--- src/rtl/hbm_traffic_sequencer.sv ---
// HBM command sequencer: turns UART run controls into valid/ready read/write commands,
// tracks outstanding commands and keeps issue/completion counts for readback.
module hbm_traffic_sequencer #(
  parameter int unsigned ADDR_W    = 33,
  parameter int unsigned ADDR_STEP = 32,
  parameter int unsigned BASE_ADDR = 0,
  parameter int unsigned MAX_OUT   = 8
) (
  input  logic              clk,
  input  logic              Reset_n,
  input  logic              start,
  input  logic [2:0]        read_write,
  input  logic              address_inc,
  output logic              cmd_valid,
  input  logic              cmd_ready,
  output logic              cmd_write,
  output logic [ADDR_W-1:0] cmd_addr,
  input  logic              rsp_valid,
  output logic              busy,
  output logic [31:0]       issued_count,
  output logic [31:0]       completed_count,
  output logic              err_unexpected
);

  typedef enum logic [1:0] {StIdle, StIssue, StWait, StDrain} state_e;

  localparam logic [7:0]        MaxOut   = 8'(MAX_OUT);
  localparam logic [ADDR_W-1:0] AddrStep = ADDR_W'(ADDR_STEP);
  localparam logic [ADDR_W-1:0] AddrBase = ADDR_W'(BASE_ADDR);

  state_e              state_q;
  logic [2:0]          mode_q;
  logic                inc_q;
  logic [ADDR_W-1:0]   addr_q;
  logic                valid_q, write_q, busy_q, err_q;
  logic [7:0]          out_q;
  logic [31:0]         issued_q, completed_q;

  logic                accept, rsp_ok, queued, can_issue, advance;
  logic [7:0]          out_d;

  always_comb begin
    accept    = valid_q & cmd_ready;
    rsp_ok    = rsp_valid & (out_q != 8'd0);
    out_d     = out_q + {7'd0, accept} - {7'd0, rsp_ok};
    queued    = (mode_q == 3'd3) || (mode_q == 3'd4);
    can_issue = out_d < MaxOut;
    // In alternate mode the address only moves once the read of the pair is accepted.
    advance   = accept & inc_q & ~((mode_q == 3'd2) & write_q);
  end

  always_ff @(posedge clk) begin
    if (!Reset_n) begin
      state_q     <= StIdle;
      mode_q      <= 3'd0;
      inc_q       <= 1'b0;
      addr_q      <= '0;
      valid_q     <= 1'b0;
      write_q     <= 1'b0;
      busy_q      <= 1'b0;
      err_q       <= 1'b0;
      out_q       <= 8'd0;
      issued_q    <= 32'd0;
      completed_q <= 32'd0;
    end else begin
      if (rsp_valid && (out_q == 8'd0)) err_q <= 1'b1;
      if (state_q != StIdle) begin
        out_q <= out_d;
        if (accept) issued_q <= issued_q + 32'd1;
        if (rsp_ok) completed_q <= completed_q + 32'd1;
        if (advance) addr_q <= addr_q + AddrStep;
        if (accept && (mode_q == 3'd2)) write_q <= ~write_q;
      end
      unique case (state_q)
        StIdle: begin
          if (start && (read_write <= 3'd4)) begin
            state_q     <= StIssue;
            busy_q      <= 1'b1;
            valid_q     <= 1'b1;
            mode_q      <= read_write;
            inc_q       <= address_inc;
            addr_q      <= AddrBase;
            write_q     <= (read_write == 3'd1) || (read_write == 3'd2) || (read_write == 3'd4);
            issued_q    <= 32'd0;
            completed_q <= 32'd0;
            out_q       <= 8'd0;
            err_q       <= 1'b0;
          end
        end
        StIssue: begin
          if (valid_q && !cmd_ready) begin
            // Hold the pending request until it is accepted, whatever start does.
          end else if (!start) begin
            valid_q <= 1'b0;
            if (out_d == 8'd0) begin
              state_q <= StIdle;
              busy_q  <= 1'b0;
            end else begin
              state_q <= StDrain;
            end
          end else if (!queued) begin
            valid_q <= 1'b0;
            state_q <= StWait;
          end else begin
            valid_q <= can_issue;
          end
        end
        StWait: begin
          if (rsp_ok) begin
            if (start) begin
              state_q <= StIssue;
              valid_q <= 1'b1;
            end else begin
              state_q <= StIdle;
              busy_q  <= 1'b0;
            end
          end
        end
        StDrain: begin
          if (out_d == 8'd0) begin
            state_q <= StIdle;
            busy_q  <= 1'b0;
          end
        end
        default: state_q <= StIdle;
      endcase
    end
  end

  assign cmd_valid       = valid_q;
  assign cmd_write       = write_q;
  assign cmd_addr        = addr_q;
  assign busy            = busy_q;
  assign issued_count    = issued_q;
  assign completed_count = completed_q;
  assign err_unexpected  = err_q;

endmodule

--- config.mk ---
export PLATFORM = sky130hd
export DESIGN_NAME = hbm_traffic_sequencer
export DESIGN_NICKNAME = d
export VERILOG_FILES = /design/src/rtl/hbm_traffic_sequencer.sv
export SDC_FILE = /design/constraint.sdc
export NUM_CORES = 1
export LEC_CHECK = 0
export ABC_AREA = 0
export BUFFER_PORTS_ARGS = -buffer_cell sky130_fd_sc_hd__buf_2
export CORE_ASPECT_RATIO = 1.4
export CORE_MARGIN = 2
export CORE_UTILIZATION = 26
export DETAILED_ROUTE_END_ITERATION = 8
export GPL_TIMING_DRIVEN = 0
export SLEW_MARGIN = 10
export SYNTH_ARGS = -nofsm -noshare
export SYNTH_HDL_FRONTEND = slang
export SYNTH_SLANG_ARGS = --single-unit
--- constraint.sdc ---
create_clock -name clk -period 7.5 [get_ports clk]
set_clock_uncertainty 0.1 [all_clocks]
set_input_delay 0.375 -clock clk [delete_from_list [all_inputs] [get_ports clk]]
set_output_delay 0.375 -clock clk [all_outputs]
set_load 0.02 [all_outputs]
* After elaboration in Yosys (flattened, before gate mapping)
Cells that the tools add are included.
Operators by class: magnitude comparators 2, add/sub/neg operators 5, mux-type cells 44, reduce and logical (&&, ||, !) cells 18, bitwise logic cells 7, equal/unequal tests 17
Operators with widths (count):
- 32-bit 2-to-1 mux | 8
- 33-bit 2-to-1 mux | 4
- 32-bit by 1-bit adder with 32-bit output (second input constant) | 2
- 33-bit by 6-bit adder with 33-bit output (second input constant) | 1
- 8-bit 2-to-1 mux | 3
- 1-bit 2-to-1 mux | 19
- 8-bit logical NOT | 2
- 5-bit AND reduction | 3
- 2-bit 2-to-1 mux | 7
- 2-bit inequality test (second input constant) | 7
- 3-bit by 2-bit equality test with 1-bit output (second input constant) | 3
- 8-bit by 1-bit adder with 8-bit output | 1
- 8-bit by 4-bit less-than comparator with 1-bit output (second input constant) | 1
- 2-bit one-hot mux with 4 select lines | 1
- 8-bit nonzero test | 1
- 8-bit by 1-bit subtractor with 8-bit output | 1
- 3-bit equality test (second input constant) | 2
- 1-bit bitwise AND | 5
- 2-bit equality test (second input constant) | 2
- 1-bit logical AND | 4
- 1-bit one-hot mux with 4 select lines | 1
- 3-bit by 1-bit equality test with 1-bit output (second input constant) | 1
- 3-bit <= comparator (second input constant) | 1
- 1-bit logical OR | 3
- other kinds (9) | 10
Storage, ports and cells: flip-flop bits (word level) 115, word-level logic and storage cells 104, output and inout port bits 101, input port bits 9

* Longest topological paths before layout
Gate-level depths: netlist of run 1.
word-level depth 8, gate-level depth with buffers 16, depth with buffers taken out 16

* Worst setup path after synthesis of run 1
OpenSTA, ideal clock, no wires.
path kind register to register, start register out_q[2], end register valid_q, in the netlist cmd_valid, stages on the path, launching flop included 17, library setup time 116 ps, path slack 4401 ps, period minus slack after synthesis 3099 ps, required time 7284 ps, buffers on the path 0, arrival time 2883 ps, cells stage by stage dfxtp_1 inv_1 ha_1 nand4b_1 nor2_1 nor2b_1 ha_1 inv_1 ha_1 inv_1 fa_1 nor2b_1 o211a_1 o21a_1 nor3_1 o21a_1 a41o_1
On the way: word-level cells in the longest chain between the ends 8, elaborated cells on any way between the ends 11, classes of those cells add/sub: 2; order compare: 1; eq/ne: 1; mux: 4; bitwise: 1; reduce/logical: 2
Ends and longest elaborated chain:
- start: declaration | RTL line 36 | logic [7:0] out_q;
- start signal: assignment | RTL line 68 | out_q <= out_d;
- parallel branches: the longest is 8 deep, another holds 8-bit by 1-bit adder with 8-bit output
- end signal: assignment | RTL line 105 | valid_q <= can_issue;
- end: declaration | RTL line 35 | logic valid_q, write_q, busy_q, err_q;
Parallel ways; which one is timed is not known. The select of a mux whose other input is x is not followed. A chain may end at the register's enable or synchronous reset.

* Final worst setup path of run 1
Ends and elaborated chain as after synthesis.

==> flow_summary.json, run 1 <==
{
  "run_status": "finished clean",
  "clkLatencyLatePin_ns": 0.36,
  "grt_max_degree": 20,
  "final_util_pct": 31.76,
  "irDropWorstVdd_v": 0.0001361,
  "ctsLongestPathBuffers": 2,
  "power_density_mw_per_mm2": 255.4,
  "drc": 0,
  "holdPathStages": 3,
  "port_buffers": 102,
  "syn2layout_area_growth_pct": 20.44,
  "p_leak_nw": 3.061,
  "syn-instance-count": 706,
  "final_hold_viol_count": 0,
  "required_ns": 7.66,
  "dieArea_sq_mm": 0.02400,
  "finalSetupTns_ns": 0,
  "grt_pass1_vias": 5039,
  "routabilityCongestion": 0.8478,
  "hold_class": "in2reg",
  "slew-limit-headroom_pct": 49.73,
  "num_io_pins": 110,
  "async_flop_share_pct": 0,
  "rows": 65,
  "criticalPathCategory": "reg2reg",
  "cp-startpoint": "out_q[2]",
  "r2r_setup_slack_ns": 3.75,
  "initial_core_util_pct": 26.37,
  "cts_made_buffers": 9,
  "p_clk_share_pct": 27.7,
  "grt_antenna_before_repair": 3,
  "track_usage_pct": 14.16,
  "grt_pass1_wl_microns": 27230,
  "postLayoutCellArea_sq_mm": 0.007128,
  "antenna_left": 0,
  "timing.fmax_mhz": 266.5,
  "drt_pre_antenna_iters": 4,
  "rsz0062_at_grt": "false",
  "p_seq_share_pct": 35.4,
  "crit_chain": "inv_1 > ha_1 > nand4b_1 > nor2_1 > nor2b_1 > ha_1 > inv_1 > ha_1 > inv_1 > fa_1 > nor2b_1 > o211a_1 > o21a_1 > nor3_1 > o21a_1 > a41o_1",
  "post_dp_cell_area_sq_mm": 0.006820,
  "yosysWarnings": 0,
  "synth.area.top_cells": "dfxtp_1 (37%), mux2i_1 (6.6%), nand2_1 (5.8%), and2_1 (5.3%), nand3_1 (4.1%)",
  "holdWs_ns": 0.1740,
  "drt-initial-drc-count": 138,
  "wl_microns": 17000,
  "drive_gt1_share_pct": 17.63,
  "root_buffer": "clkbuf_16",
  "synth_edf_count": 0,
  "period_share_pct": 50.02,
  "cts_tree": "done",
  "synth.top_cell.area_share_pct": 37.21,
  "setup_violations": 0,
  "ys_seq_elements": 110,
  "cts_max_level": 3,
  "nNetsFinal": 847,
  "drt-wirelength-per-cell_microns": 15.04,
  "hp-start": "address_inc",
  "cts-resized-gates": 0,
  "p_int_mw": 1.154,
  "endpoint_kind": "flop",
  "cap_violations": 0,
  "hpwl_microns": 12940,
  "reg2reg_from": "out_q[2]",
  "max_slew.worst_pin.slew_ns": 0.7540,
  "clock_sinks": 110,
  "r2r_cells": 16,
  "syn_avg_cell_area_sq_um": 8.383,
  "cp_slowest_cell": "nor2b_1",
  "whs_endpoint": "inc_q",
  "clkTransAtPathRegs_ns": 0.08,
  "worst_setup_path_start_kind": "flop",
  "combPwrFrac_pct": 36.9,
  "ys_seq_area_share_pct": 37.21,
  "die_w_microns": 131.5,
  "period_needed_ns": 3.752,
  "post-cts-setup-buffer-count": 0,
  "die_h_microns": 182.5,
  "via_per_inst": 4.712,
  "crit_path_max_incr_delay_ns": 0.47,
  "ys.flop_type": "dfxtp_1",
  "cp_max_fo": 6,
  "grt-ovfl-total": 0,
  "vias": 5324,
  "p_sw_mw": 0.6673,
  "sw_frac_of_total_pct": 36.65,
  "arrival_ns": 3.91,
  "ctsHoldBuffers": 0,
  "timing.rr.end": "cmd_valid",
  "synth_area_sq_mm": 0.005918,
  "drv_slew": 0,
  "synthDistinctLibCells": 64,
  "yosysTopAreaCell": "dfxtp_1",
  "core_area_sq_mm": 0.02245,
  "fill_cells": 2448
}
metal layers:
metal | track usage [%] | part of all wire, %
met5 | 0 | 0.076
met4 | 5.217 | 2.2
met3 | 2.667 | 3.7
met1 | 16.37 | 43
met2 | 25.86 | 51
stage by stage:
| step | instances | worst slack [ns] | total power [mW] |
|---|---|---|---|
| 2_1_floorplan | 710 | 4.401 | 1.165 |
| 3_3_place_gp | 1113 | 3.761 | 1.318 |
| 3_5_place_dp | 1113 | 3.731 | 1.324 |
| 4_1_cts | 1129 | 3.705 | 1.837 |
| 5_1_grt | 1130 | 3.384 | 1.952 |
| 6_report | 1130 | 3.748 | 1.821 |
layout by cell type, fill, tap and decap left out, types with 5 or more instances in the layout:
master / synthesis / routed
dfxtp_1: 110 / 110
and4_1: 7 / 7
xor2_1: 10 / 10
xnor2_1: 11 / 11
nor3_1: 6 / 6
or4_1: 8 / 8
mux2i_1: 39 / 39
nor4_1: 7 / 7
inv_1: 22 / 22
a21boi_1: 5 / 5
o311ai_0: 8 / 8
buf_2: 4 / 106
nand3_1: 49 / 49
a21oi_1: 15 / 15
conb_1: 1 / 5
nand2_1: 91 / 91
or3_1: 14 / 14
a21boi_0: 21 / 21
ha_1: 14 / 14
and3_1: 21 / 21
nor2b_1: 7 / 7
nor2_1: 47 / 47
buf_4: 7 / 7
o21a_1: 12 / 12
nand2b_1: 5 / 5
clkbuf_16: 0 / 9
clkbuf_1: 25 / 25
o21ai_0: 17 / 17
and2_1: 50 / 50
nand4_1: 12 / 12
o211ai_1: 14 / 14
sequential cells by signal (all words and copies together), names as in the netlist, 2 cells and up:
register	cells
out_q	8
completed_count	32
cmd_addr	28
state_q	2
mode_q	3
issued_count	32
synthesized netlist by cell type (12+ instances only):
cell / instances
dfxtp_1: 110
nand2_1: 91
and2_1: 50
nand3_1: 49
nor2_1: 47
mux2i_1: 39
clkbuf_1: 25
inv_1: 22
a21boi_0: 21
and3_1: 21
o21ai_0: 17
a21oi_1: 15
ha_1: 14
o211ai_1: 14
or3_1: 14
nand4_1: 12
o21a_1: 12
how the worst max path moves through the flow:
stage / to / slack (ns) / depth (start not counted)
6_report: cmd_valid / 3.75 / 16
5_1_grt: busy / 3.38 / 14
4_1_cts: cmd_valid / 3.70 / 16
3_5_place_dp: cmd_valid / 3.73 / 16
3_3_place_gp: cmd_valid / 3.76 / 16
2_1_floorplan: cmd_valid / 4.40 / 16
cells by family (layout without fill, tap and decap cells):
logic type | after synthesis | in the layout | share of synthesized area [%]
adder cells (fa/ha/maj) | 15 | 15 | 3.298
AO/OA/AOI/OAI | 116 | 116 | 13.97
XOR/XNOR | 21 | 21 | 3.108
multiplexers | 40 | 40 | 6.786
other | 1 | 6 | 0.06336
AND/OR/NAND/NOR | 341 | 341 | 30.59
flip-flops | 110 | 110 | 37.21
buffers and inverters | 62 | 180 | 4.968
final cells by class:
type / instances / area, sq um / area share, %
multi-input cells: 538 / 3437 / 48.22
flip-flops and latches: 110 / 2202 / 30.89
repair buffers: 102 / 510.5 / 7.162
well taps: 301 / 376.6 / 5.283
clock buffers: 9 / 225.2 / 3.160
plain buffers: 40 / 211.5 / 2.966
inverters: 22 / 82.58 / 1.159
clock inverters: 7 / 80.08 / 1.123
diodes: 1 / 2.502 / 0.03511
worst max-delay path: cells and delay by family, from the launching register on:
family | cells | cell delay (ns)
AOI/OAI and AO/OA | 4 | 0.84
adders and majority gates | 4 | 1.16
buffers and inverters | 3 | 0.21
DFF | 1 | 0.37
and+or+nand+nor | 5 | 0.97
power groups by stage:
stage               clock, mW  sequential (mW)  combinational (mW)
floorplan                   0            0.660               0.506
global placement            0            0.659               0.658
detailed placement          0            0.659               0.665
CTS                     0.520            0.645               0.671
global route            0.545            0.649               0.759
finish                  0.504            0.644               0.672
Note: power is estimated with default switching activity, not from simulation.
==> run 2: changes to the inputs <==
==> constraint.sdc (replaced) <==
create_clock -name clk -period 3.58 [get_ports clk]
set_clock_uncertainty 0.1 [all_clocks]
set_input_delay 0.179 -clock clk [delete_from_list [all_inputs] [get_ports clk]]
set_output_delay 0.179 -clock clk [all_outputs]
set_load 0.02 [all_outputs]
==> run 2 against run 1 <==
Register-to-register slack worse by 3.5 ns. Wire length is 0.42% higher. Fmax is 12% higher. Setup slack worse by 3.5 ns. Sequential share of layout area is 0.35 points lower. Via count is 0.83% higher. Core utilization is 0.37 points higher. Clock power is 110% higher. Non-clock buffer count is 8 higher. Sequential power is 110% higher. Critical endpoint unchanged. Largest cell class unchanged.
==> flow_summary.json, run 2 (same netlist as run 1, synthesis figures left out) <==
{
  "run_status": "finished clean",
  "grt_antenna_before_repair": 0,
  "timing.rr.end": "cmd_valid",
  "critical_path_depth": 16,
  "crit_path_max_incr_delay_ns": 0.42,
  "m1WireLength_microns": 7404,
  "nNetsFinal": 855,
  "ctsLongestPathBuffers": 2,
  "routabilityCongestion": 0.8478,
  "cp.buffers_inverters": 3,
  "drv_slew": 0,
  "p_leak_nw": 3.103,
  "crit_chain": "inv_1 > ha_1 > nand4b_1 > nor2_2 > nor2b_4 > ha_1 > inv_1 > ha_1 > inv_1 > fa_1 > nor2b_1 > o211a_1 > o21a_1 > nor3_1 > o21a_1 > a41o_1",
  "cp_max_fo": 4,
  "final_cell_mix": "dfxtp_1 (110), buf_2 (106), nand2_1 (91)",
  "cp_top_family": "adder cells",
  "top_layer": "met4",
  "drive_gt1_share_pct": 18.30,
  "whs_endpoint": "err_unexpected",
  "wl_microns": 17070,
  "grt-ovfl-total": 0,
  "antenna_left": 0,
  "reg2reg_from": "out_q[2]",
  "clkLatencyLatePin_ns": 0.36,
  "final_hold_viol_count": 0,
  "core_area_sq_mm": 0.02245,
  "root_buffer": "clkbuf_16",
  "grt_pass1_wl_microns": 27320,
  "period_share_pct": 93.74,
  "cts_max_level": 3,
  "cts_made_buffers": 9,
  "hp-start": "rsp_valid",
  "port_buffers": 102,
  "drt-initial-drc-count": 139,
  "rows": 65,
  "diodes": 0,
  "rsz0062_at_grt": "false",
  "slew-limit-headroom_pct": 46.72,
  "max_slew.worst_pin.slew_ns": 0.7992,
  "period_needed_ns": 3.356,
  "clock_sinks": 110,
  "track_usage_pct": 14.19,
  "power_density_mw_per_mm2": 547.1,
  "wl_met3_microns": 522,
  "die_h_microns": 182.5,
  "r2r_cells": 16,
  "grt_pass1_vias": 5059,
  "dieArea_sq_mm": 0.02400,
  "syn2layout_area_growth_pct": 21.84,
  "cp_slowest_cell": "fa_1",
  "required_ns": 3.73,
  "fill_cells": 2447,
  "initial_core_util_pct": 26.37,
  "die_w_microns": 131.5,
  "endpoint_kind": "flop",
  "timing.fmax_mhz": 298.0,
  "wl_met2_microns": 8786,
  "holdPathStages": 3,
  "post_dp_cell_area_sq_mm": 0.006820,
  "drc": 0,
  "cap_violations": 0,
  "via_per_inst": 4.721,
  "setup_violations": 0,
  "irDropWorstVdd_v": 0.0002789,
  "postLayoutCellArea_sq_mm": 0.007211,
  "final_common_cell": "dfxtp_1",
  "num_io_pins": 110,
  "clkTransAtPathRegs_ns": 0.08,
  "cp-startpoint": "out_q[2]",
  "arrival_ns": 3.51,
  "grt_max_degree": 20,
  "hold_class": "in2reg",
  "r2r_setup_slack_ns": 0.22,
  "cts_tree": "done",
  "final_util_pct": 32.12,
  "drt-wirelength-per-cell_microns": 15.01,
  "hpwl_microns": 12940,
  "criticalPathCategory": "reg2reg",
  "vias": 5368,
  "worst_setup_path_start_kind": "flop",
  "drt_pre_antenna_iters": 7
}
run 2: worst reg2reg max path: stages (launching register included):
cell	delay, ns
dfxtp_1	0.34
inv_1	0.08
ha_1	0.16
nand4b_1	0.15
nor2_2	0.21
nor2b_4	0.08
ha_1	0.29
inv_1	0.06
ha_1	0.21
inv_1	0.07
fa_1	0.42
nor2b_1	0.18
o211a_1	0.21
o21a_1	0.15
nor3_1	0.06
o21a_1	0.23
a41o_1	0.26
run 2: metrics by stage:
stage | setup TNS (ns) | worst slack (ns) | hold WS [ns] | cells | power [mW]
finish | 0 | 0.2241 | 0.03639 | 1137 | 3.945
detailed placement | -0.6937 | -0.1892 | 0.3579 | 1113 | 2.773
global route | 0 | 0.03335 | 0.03966 | 1137 | 4.212
floorplan | 0 | 0.4808 | 0.2197 | 710 | 2.441
global placement | -0.5243 | -0.1595 | 0.3406 | 1113 | 2.760
CTS | 0 | 0.09052 | 0.02500 | 1133 | 3.868
run 2: cell type report:
| cell class | count | area, sq um | share of cell area [%] |
|---|---|---|---|
| multi-input combinational | 538 | 3452 | 47.87 |
| sequential | 110 | 2202 | 30.54 |
| timing repair buffer | 110 | 580.6 | 8.051 |
| tap | 301 | 376.6 | 5.223 |
| clock buffer | 9 | 225.2 | 3.123 |
| buffer | 40 | 211.5 | 2.933 |
| inverter | 22 | 82.58 | 1.145 |
| clock inverter | 7 | 80.08 | 1.111 |
run 2: repair_timing:
action,in CTS,in global routing
pin swaps,0,2
resized for setup,2,2
buffers inserted,0,4
endpoints found under the setup margin,5,5
hold buffers,4,0
hold endpoints to repair,4,0
run 2: routing by layer:
layer / global-route usage, % / vias up
li1: - / 2750
met1: 16.49 / 2510
met2: 26.05 / 91
met3: 2.333 / 17
met4: 5.217 / 0
met5: 0 / -
run 2: where the power goes:
| group | total (mW) | switching [mW] | internal, mW |
|---|---|---|---|
| Sequential | 1.35 | 0.0607 | 1.29 |
| Clock | 1.06 | 0.502 | 0.554 |
| Combinational | 1.54 | 0.879 | 0.658 |
run 2: worst max path at each step:
stage	slack (ns)	end
floorplan	0.48	cmd_valid
global placement	-0.16	cmd_valid
detailed placement	-0.19	cmd_valid
CTS	0.09	cmd_valid
global route	0.03	busy
finish	0.22	cmd_valid
==> run 3: changes to the inputs <==
--- a/config.mk
+++ b/config.mk
@@ -6,11 +6,12 @@
 export NUM_CORES = 1
 export LEC_CHECK = 0
 export ABC_AREA = 0
-export BUFFER_PORTS_ARGS = -buffer_cell sky130_fd_sc_hd__buf_2
+export CAP_MARGIN = 20
 export CORE_ASPECT_RATIO = 1.4
 export CORE_MARGIN = 2
 export CORE_UTILIZATION = 26
 export DETAILED_ROUTE_END_ITERATION = 8
+export DONT_BUFFER_PORTS = 1
 export GPL_TIMING_DRIVEN = 0
 export SLEW_MARGIN = 10
 export SYNTH_ARGS = -nofsm -noshare
==> constraint.sdc (replaced) <==
create_clock -name clk -period 3.58 [get_ports clk]
set_clock_uncertainty 0.1 [all_clocks]
set_input_delay 0.716 -clock clk [delete_from_list [all_inputs] [get_ports clk]]
set_output_delay 0.716 -clock clk [all_outputs]
set_load 0.02 [all_outputs]
==> run 3 against run 2 <==
Die area did not move. Core utilization fell by 2.6 points. Setup slack got worse by 0.024 ns. Non-clock buffer count fell by 108. Largest cell class unchanged. Critical endpoint unchanged. Sequential share of layout area rose by 2.7 points. Via count fell by 4.5%. Sequential cell count did not move. Sequential power barely moved.
==> flow_summary.json, run 3 (same netlist as run 1, synthesis figures left out) <==
{
  "run_status": "finished clean",
  "drt-initial-drc-count": 230,
  "root_buffer": "clkbuf_16",
  "fill_cells": 2415,
  "cts_max_level": 3,
  "port_buffers": 0,
  "slew-limit-headroom_pct": 44.43,
  "cp_top_family": "adder cells",
  "core_area_sq_mm": 0.02245,
  "criticalPathCategory": "reg2reg",
  "wl_microns": 17040,
  "via_per_inst": 4.978,
  "die_w_microns": 131.5,
  "cp_max_fo": 4,
  "drc": 0,
  "cts_made_buffers": 9,
  "ctsLongestPathBuffers": 2,
  "crit_chain": "inv_1 > ha_1 > nand4b_1 > nor2_2 > nor2b_2 > ha_1 > inv_1 > ha_1 > inv_1 > fa_1 > nor2b_1 > o211a_1 > o21a_1 > nor3_1 > o21a_2 > a41o_1",
  "setup_violations": 0,
  "cts_tree": "done",
  "holdWs_ns": 0.3718,
  "crit_path_max_incr_delay_ns": 0.42,
  "endpoint_kind": "flop",
  "clkLatencyLatePin_ns": 0.36,
  "antenna_left": 0,
  "drt-wirelength-per-cell_microns": 16.54,
  "vias": 5127,
  "nNetsFinal": 747,
  "cap_violations": 0,
  "finalSetupTns_ns": 0,
  "grt_pass1_vias": 4873,
  "drt_pre_antenna_iters": 6,
  "cp.buffers_inverters": 3,
  "max_slew.worst_pin.slew_ns": 0.8336,
  "irDropWorstVdd_v": 0.0002615,
  "hpwl_microns": 12880,
  "arrival_ns": 3.54,
  "rsz0062_at_grt": "false",
  "grt_pass1_wl_microns": 26650,
  "drv_slew": 0,
  "die_h_microns": 182.5,
  "period_needed_ns": 3.380,
  "grt-ovfl-total": 0,
  "track_usage_pct": 14.06,
  "dpl.cell_count": 1011,
  "worst_setup_path_start_kind": "flop",
  "final_cell_mix": "dfxtp_1 (110), nand2_1 (91), and2_1 (50)",
  "dieArea_sq_mm": 0.02400,
  "grt_max_degree": 19,
  "timing.fmax_mhz": 295.9,
  "power_density_mw_per_mm2": 576.2,
  "clock_sinks": 110,
  "p_leak_nw": 2.510,
  "cp_slowest_cell": "fa_1",
  "syn2layout_area_growth_pct": 12.03,
  "hold_class": "reg2reg",
  "grt_antenna_before_repair": 1,
  "clkTransAtPathRegs_ns": 0.08,
  "num_io_pins": 110,
  "rows": 65,
  "required_ns": 3.74,
  "routabilityCongestion": 0.8657,
  "period_share_pct": 94.41,
  "fin_cells": 1030,
  "final_common_cell": "dfxtp_1",
  "final_hold_viol_count": 0,
  "initial_core_util_pct": 26.37,
  "drive_gt1_share_pct": 6.868
}
==> run 3: cell count changes in the layout (fill, tap and decap cells not counted), moves of 2 or more <==
| cell | before | now |
|---|---|---|
| buf_2 | 106 | 4 |
| clkbuf_8 | 0 | 2 |
| buf_4 | 11 | 9 |
| dlygate4sd3_1 | 4 | 0 |
==> run 3: path summary, 6_finish.rpt <==
path / depth (start not counted) / to / slack, ns / start
setup / recovery: 16 / cmd_valid / 0.20 / out_q[2]
hold / removal: 2 / inc_q / 0.37 / inc_q
setup reg to reg: 16 / cmd_valid / 0.20 / out_q[2]
hold reg to reg: 2 / inc_q / 0.37 / inc_q
==> run 3: worst min-delay path, cell delays in order, from the launching register on <==
cell	delay, ns
dfxtp_1	0.31
nand2_1	0.04
a21boi_0	0.07
==> run 3: cell type report <==
cell class,instances,area [sq um],area share [%]
Sequential cell,110,2202,33.21
Inverter,22,82.58,1.246
Buffer,40,211.5,3.189
Multi-Input combinational cell,538,3448,52.01
Clock inverter,5,38.79,0.5850
Clock buffer,11,252.7,3.812
Timing Repair Buffer,2,15.01,0.2265
Tap cell,301,376.6,5.680
Antenna cell,1,2.502,0.03774
==> run 3: through the flow <==
step	util [%]	cell area, sq um	setup WS [ns]	total power, mW
4_1_cts	29.42	6604	0.06620	3.798
3_5_place_dp	28.11	6310	-0.06216	2.761
3_3_place_gp	28.11	6310	-0.05390	2.749
5_1_grt	29.54	6630	0.01136	4.054
2_1_floorplan	-	5933	0.4808	2.441
6_report	29.54	6630	0.2001	3.820
==> run 3: repair_timing <==
| item | CTS | global route |
|---|---|---|
| endpoints found under the setup margin | 4 | 5 |
| setup buffers | 0 | 2 |
| gates resized for setup | 1 | 3 |
| pin swaps | 0 | 1 |
| hold buffers | 0 | 0 |
==> run 3: report_power, final <==
group | internal, mW | total, mW | switching, mW | leakage (nW)
registers | 1.29 | 1.38 | 0.0892 | 0.888
clock network | 0.518 | 1.02 | 0.501 | 0.143
logic | 0.597 | 1.42 | 0.824 | 1.48
total | 2.41 | 3.82 | 1.41 | 2.51
==> run 3: routing by layer <==
metal	track usage, %	vias to the layer above	share of wire [%]	wire (microns)
met4	6.261	0	2.2	374
met2	25.45	123	52	8859
met3	3.778	24	6.2	1048
met1	15.32	2447	40	6757
li1	-	2533	-	-
met5	0	-	0	0
